==> src/rtl/muldiv_if.sv <==
// Execute-stage handshake bundle for the multiply/divide unit.
// The pipeline side drives the request; the unit drives busy/done and the HI/LO results.
interface muldiv_if #(
  parameter int WIDTH = 32
);
  logic             start;
  logic [1:0]       op;
  logic [WIDTH-1:0] a;
  logic [WIDTH-1:0] b;
  logic             cancel;
  logic             busy;
  logic             done;
  logic [WIDTH-1:0] hi;
  logic [WIDTH-1:0] lo;

  modport master (output start, op, a, b, cancel, input busy, done, hi, lo);
  modport slave  (input start, op, a, b, cancel, output busy, done, hi, lo);
endinterface

==> src/rtl/muldiv_unit.sv <==
// Iterative signed/unsigned multiply (shift-add) and divide (restoring) producing HI/LO.
// Defining MULDIV_FAST_MUL_EN swaps the iterative multiply for a single-cycle native multiplier.
module muldiv_unit #(
  parameter int WIDTH = 32
) (
  input  logic     clk,
  input  logic     resetn,
  muldiv_if.slave  bus
);

  localparam int CW = $clog2(WIDTH + 1);
  localparam logic [CW-1:0] LAST = CW'(WIDTH - 1);

  typedef enum logic [1:0] {IDLE, CALC, FIX, DONE} state_t;

  state_t             state;
  logic [1:0]         op_r;
  logic [WIDTH-1:0]   mag_a;
  logic [WIDTH-1:0]   mag_b;
  logic               neg_q;
  logic               neg_r;
  logic [CW-1:0]      cnt;
  logic [2*WIDTH-1:0] acc;
  logic [WIDTH:0]     prem;

  logic               a_neg, b_neg, div_zero;
  logic [WIDTH-1:0]   abs_a, abs_b;
  logic [WIDTH:0]     mul_sum, shifted, diff;
  logic [2*WIDTH-1:0] prod_fix;
  logic [WIDTH-1:0]   quo_fix, rem_fix;

  // Signed ops work on magnitudes; the most-negative value keeps its unsigned magnitude.
  always_comb begin
    a_neg    = ~bus.op[0] & bus.a[WIDTH-1];
    b_neg    = ~bus.op[0] & bus.b[WIDTH-1];
    abs_a    = a_neg ? -bus.a : bus.a;
    abs_b    = b_neg ? -bus.b : bus.b;
    div_zero = bus.op[1] & (bus.b == '0);
  end

  // Multiply keeps the multiplier in acc's low half; divide keeps the dividend there.
  always_comb begin
    mul_sum  = {1'b0, acc[2*WIDTH-1:WIDTH]} + (acc[0] ? {1'b0, mag_a} : '0);
    shifted  = {prem[WIDTH-1:0], acc[WIDTH-1]};
    diff     = shifted - {1'b0, mag_b};
    prod_fix = (neg_q & ~op_r[0]) ? -acc : acc;
    quo_fix  = (neg_q & ~op_r[0]) ? -acc[WIDTH-1:0] : acc[WIDTH-1:0];
    rem_fix  = (neg_r & ~op_r[0]) ? -prem[WIDTH-1:0] : prem[WIDTH-1:0];
  end

`ifdef MULDIV_FAST_MUL_EN
  logic [2*WIDTH-1:0] ext_a, ext_b, fast_prod;

  always_comb begin
    ext_a     = bus.op[0] ? {{WIDTH{1'b0}}, bus.a} : {{WIDTH{bus.a[WIDTH-1]}}, bus.a};
    ext_b     = bus.op[0] ? {{WIDTH{1'b0}}, bus.b} : {{WIDTH{bus.b[WIDTH-1]}}, bus.b};
    fast_prod = ext_a * ext_b;
  end
`endif

  always_ff @(posedge clk) begin
    if (!resetn) begin
      state    <= IDLE;
      op_r     <= '0;
      mag_a    <= '0;
      mag_b    <= '0;
      neg_q    <= 1'b0;
      neg_r    <= 1'b0;
      cnt      <= '0;
      acc      <= '0;
      prem     <= '0;
      bus.busy <= 1'b0;
      bus.done <= 1'b0;
      bus.hi   <= '0;
      bus.lo   <= '0;
    end else begin
      bus.done <= 1'b0;
      if (bus.cancel) begin
        state    <= IDLE;
        bus.busy <= 1'b0;
      end else begin
        unique case (state)
          IDLE, DONE: begin
            if (bus.start) begin
              op_r  <= bus.op;
              mag_a <= abs_a;
              mag_b <= abs_b;
              neg_q <= a_neg ^ b_neg;
              neg_r <= a_neg & bus.op[1];
              cnt   <= '0;
              acc   <= {{WIDTH{1'b0}}, (bus.op[1] ? abs_a : abs_b)};
              prem  <= '0;
              if (div_zero) begin
                state    <= DONE;
                bus.done <= 1'b1;
                bus.hi   <= bus.a;
                bus.lo   <= '1;
              end
`ifdef MULDIV_FAST_MUL_EN
              else if (!bus.op[1]) begin
                state    <= DONE;
                bus.done <= 1'b1;
                {bus.hi, bus.lo} <= fast_prod;
              end
`endif
              else begin
                state    <= CALC;
                bus.busy <= 1'b1;
              end
            end else begin
              state <= IDLE;
            end
          end
          CALC: begin
            if (op_r[1]) begin
              acc[WIDTH-1:0] <= {acc[WIDTH-2:0], ~diff[WIDTH]};
              prem           <= diff[WIDTH] ? shifted : diff;
            end else begin
              acc <= {mul_sum, acc[WIDTH-1:1]};
            end
            cnt <= cnt + 1'b1;
            if (cnt == LAST) state <= FIX;
          end
          FIX: begin
            state    <= DONE;
            bus.busy <= 1'b0;
            bus.done <= 1'b1;
            if (op_r[1]) begin
              bus.hi <= rem_fix;
              bus.lo <= quo_fix;
            end else begin
              {bus.hi, bus.lo} <= prod_fix;
            end
          end
        endcase
      end
    end
  end

endmodule

==> src/flat_wrapper.sv <==
// flat-port wrapper written by rule: the top's interface ports become plain ports
module muldiv_unit_flat 
#(
  parameter int WIDTH = 32
)
  (clk, resetn, bus_start, bus_op, bus_a, bus_b, bus_cancel, bus_busy, bus_done, bus_hi, bus_lo);
  muldiv_if #(.WIDTH(WIDTH)) bus_i ();
  input  logic clk;
  input  logic resetn;
  input wire logic [$bits(bus_i.start)-1:0] bus_start;
  input wire logic [$bits(bus_i.op)-1:0] bus_op;
  input wire logic [$bits(bus_i.a)-1:0] bus_a;
  input wire logic [$bits(bus_i.b)-1:0] bus_b;
  input wire logic [$bits(bus_i.cancel)-1:0] bus_cancel;
  output wire logic [$bits(bus_i.busy)-1:0] bus_busy;
  output wire logic [$bits(bus_i.done)-1:0] bus_done;
  output wire logic [$bits(bus_i.hi)-1:0] bus_hi;
  output wire logic [$bits(bus_i.lo)-1:0] bus_lo;
  assign bus_i.start = bus_start;
  assign bus_i.op = bus_op;
  assign bus_i.a = bus_a;
  assign bus_i.b = bus_b;
  assign bus_i.cancel = bus_cancel;
  assign bus_busy = bus_i.busy;
  assign bus_done = bus_i.done;
  assign bus_hi = bus_i.hi;
  assign bus_lo = bus_i.lo;
  muldiv_unit #(.WIDTH(WIDTH)) u_core (.clk(clk), .resetn(resetn), .bus(bus_i));
endmodule
==> config.mk <==
export PLATFORM = sky130hd
export DESIGN_NAME = muldiv_unit_flat
export DESIGN_NICKNAME = d
export VERILOG_FILES = /design/src/rtl/muldiv_if.sv /design/src/rtl/muldiv_unit.sv /design/src/flat_wrapper.sv
export SDC_FILE = /design/constraint.sdc
export NUM_CORES = 1
export LEC_CHECK = 0
export ABC_CLOCK_PERIOD_IN_PS = 6590
export CAP_MARGIN = 10
export CORE_MARGIN = 2
export CORE_UTILIZATION = 40
export DETAILED_ROUTE_END_ITERATION = 10
export HOLD_SLACK_MARGIN = 0.02
export PLACE_DENSITY = 0.57
export SLEW_MARGIN = 10
export SYNTH_ARGS = -nofsm -noshare
export SYNTH_HDL_FRONTEND = slang
export SYNTH_SLANG_ARGS = --single-unit
export TNS_END_PERCENT = 20
==> constraint.sdc <==
create_clock -name clk -period 6.59 [get_ports clk]
set_clock_uncertainty 0.15 [all_clocks]
set_input_delay 1.318 -clock clk [delete_from_list [all_inputs] [get_ports clk]]
set_output_delay 1.318 -clock clk [all_outputs]
set_load 0.03 [all_outputs]
==> metrics.cfg <==
[pwr]
swShare_pct=30.4
combPwrFrac_pct=18.3
clkPwrFrac_pct=43.1
power_density_mw_per_mm2=202
seqPwrFrac_pct=38.6
total_power_uw=4030
ir_drop_mv=0.167
switching_power_uw=1220
p_int_uw=2800
leakagePower_uw=0.00728

[cts]
clk_pin_slew_ns=0.06
clk_latency_ns=0.58
cts_num_sinks=238
cts.htree.levels=1
cts-root-buf=clkbuf_16
numCtsBuffers=30
cts.repair.resized=0
ctsHoldBuffers=0
cts_tree=yes
cts_setup_buffers=0
clock_path_buffers=3

[flow_run]
cap_violations=0

[die]
coreArea_mm2=0.0428
die-area_mm2=0.0448
start_util_pct=40.3
rows=76
fp.dieH_um=212
die_w_um=212
io_pins=136

[grt]
grt_pass1_vias=15400
grt_pass1_wl_um=90200
grt_start_max_net_pins=110
antenna_found_initial=0
grt_use_total_pct=25.7
grt-ovfl-total=0

[placement]
dp_cells=2773
dp_hpwl_um=43500
dpl_cell_area_mm2=0.0189
io_buffers=135
gp_congestion=0.926

[detailed_routing]
avgRoutedWirePerCell_um=20.7
ant_nets=0
via_count=16600
routed_wl_um=58500
drt_iter0_drc=1404
route.detailed.vias_per_inst=5.86
drt_pass1_iterations=5
drc_errors=0

[logic_synthesis]
syn_area_mm2=0.0172
yosys.area.top_type=dfxtp_1
ys_seq_area_share_pct=27.6
yosysTopAreaCellShare_pct=27.6
synthSimpleGateAreaFrac_pct=19.2
synth_fa_ha_area_share_pct=5.39
synth-edff-count=0
synth_cells=2215
muxShareOfSynthArea_pct=5.05
async_flop_share_pct=0
yosysMostFrequentCell=nor2_1
avgSynthCellArea_um2=7.78
synth_common_cells=nor2_1 (240), dfxtp_1 (238), nand2_1 (206)
yosys_warnings=0
synth.distinct_cells=83
synth_area_leaders=dfxtp_1 (28%), xnor2_1 (5.3%), nor2_1 (5.2%)
synth_top_family_by_area=compound AO/OA/AOI/OAI gates
syn_nets=2358
synth_flop_cell=dfxtp_1
synth-xor-area-share_pct=10.0
yosys_register_bits=238
synth_compound_area_share_pct=27.2

[timing]
slew_headroom_pct=22.1
achievable-frequency_mhz=201
finalSetupViolations=0
period_needed_ns=4.97
maxSlewViolCount=0
finalHoldViolations=0
tns_ns=0
rsz0062_at_grt=no
tightestPinTransition_ns=1.17
period_share_pct=75.4

[final_layout]
fillers=4281
final_util_pct=46.5
drive_gt1_share_pct=6.61
syn_to_final_growth_pct=15.5
nets=2402
finish.instance_area_mm2=0.0199
antenna_cells=0
stdcell_count=2829

[hold_path]
whs_path_depth=2
hold_start=u_core.mag_a[0]
hold_class=register to register
holdPathEnd=u_core.mag_a[0]

[run_status]
outcome=finished clean

[setup_path]
reg2reg_from=u_core.acc[31]
cp.required_ns=6.94
cp-start-kind=input port
worst-r2r-setup-slack_ns=2.23
critical_path_class=input port to register
cp-end-kind=register
rr_worst_depth=13
cp.arrival_ns=5.32
crit_fanout=55
r2r-end=u_core.prem[19]
cp-startpoint=bus_b[12]

==> cells in the final DEF, fill, tap and decap left out, drive strengths merged, types with 9 or more instances in the layout <==
master         Yosys  routed
clkinv             1       9
or4               13      13
o211ai            32      32
a21o              35      35
nor2             241     241
a311oi            41      41
buf               27      22
xnor2            105     105
and2              44      44
or3               16      16
o21a              12      12
nor3              56      56
inv               87      87
o31ai             27      27
dfxtp            238     238
ha                71      71
o41ai             12      12
nor3b              9       9
nand2            207     207
clkbuf           116      44
a22oi              9       9
xor2              92      92
nor2b             15      15
a211oi            87      87
clkdlybuf4s50      0     133
o21ai            155     155
nand3             24      24
nor4              25      25
mux2              16      16
a31oi             34      34
a21oi            172     172
mux2i             69      69
nand2b            26      26
==> through the flow <==
| stage | worst slack (ns) | hold WS [ns] |
|---|---|---|
| finish | 1.62 | 0.306 |
| floorplan | 2.72 | 0.282 |
| global placement | 1.29 | 0.289 |
| global route | 1.30 | 0.337 |
| CTS | 1.68 | 0.306 |
| detailed placement | 1.09 | 0.297 |
==> cells by family after synthesis <==
logic type / Yosys count
simple gates: 706
compound gates: 685
flops: 238
buf+inv: 231
xor+xnor: 197
mux: 85
fa+ha+maj: 73
==> per-layer routing <==
metal	track usage (%)	vias up	share of wire, %
li1	-	8081	-
met1	34.6	7767	45
met2	41.0	605	44
met3	3.23	128	5.8
met4	12.0	0	5.2
met5	0	-	0
==> worst max-delay path by stage <==
stage                              to  slack [ns]  cells after the start
floorplan           u_core.bus.hi[10]        2.72                     11
global placement    u_core.bus.hi[16]        1.29                     11
detailed placement  u_core.bus.hi[19]        1.09                     11
CTS                 u_core.bus.hi[30]        1.68                     11
global route         u_core.bus.hi[7]        1.30                     11
finish              u_core.bus.hi[30]        1.62                     11
==> power by group through the flow <==
stage	combinational [uW]	sequential (uW)	clock [uW]
final	737	1550	1740
after global routing	801	1560	1810
after CTS	731	1550	1760
after detailed placement	728	1580	0
after global placement	720	1580	0
after floorplan	493	1560	0
==> worst max-delay path, stage by stage <==
cell             delay (ns)
clkdlybuf4s50_1        0.45
or4_1                  0.62
nor4_2                 0.30
and3b_2                0.30
nand2_2                0.12
nor4b_4                0.50
nand3_1                0.20
a21oi_4                0.81
buf_12                 0.34
o21ai_0                0.12
a31oi_1                0.19
==> cell type report <==
class	instances	area (um^2)	share of cell area, %
Sequential cell	238	4770	23.9
Clock inverter	12	138	0.691
Clock buffer	44	885	4.44
Timing Repair Buffer	155	1530	7.68
Inverter	88	335	1.68
Multi-Input combinational cell	1746	11600	58.1
Tap cell	546	683	3.43
==> flip-flops by register name, summed over array words and instances (netlist names) <==
register,count
u_core.bus.done,1
u_core.state,2
u_core.mag_b,32
u_core.neg_q,1
u_core.mag_a,32
u_core.neg_r,1
u_core.bus.busy,1
u_core.acc,64
u_core.op_r,2
u_core.cnt,6
u_core.bus.lo,32
u_core.bus.hi,32
u_core.prem,32
Note: power is estimated with default switching activity, not from simulation.
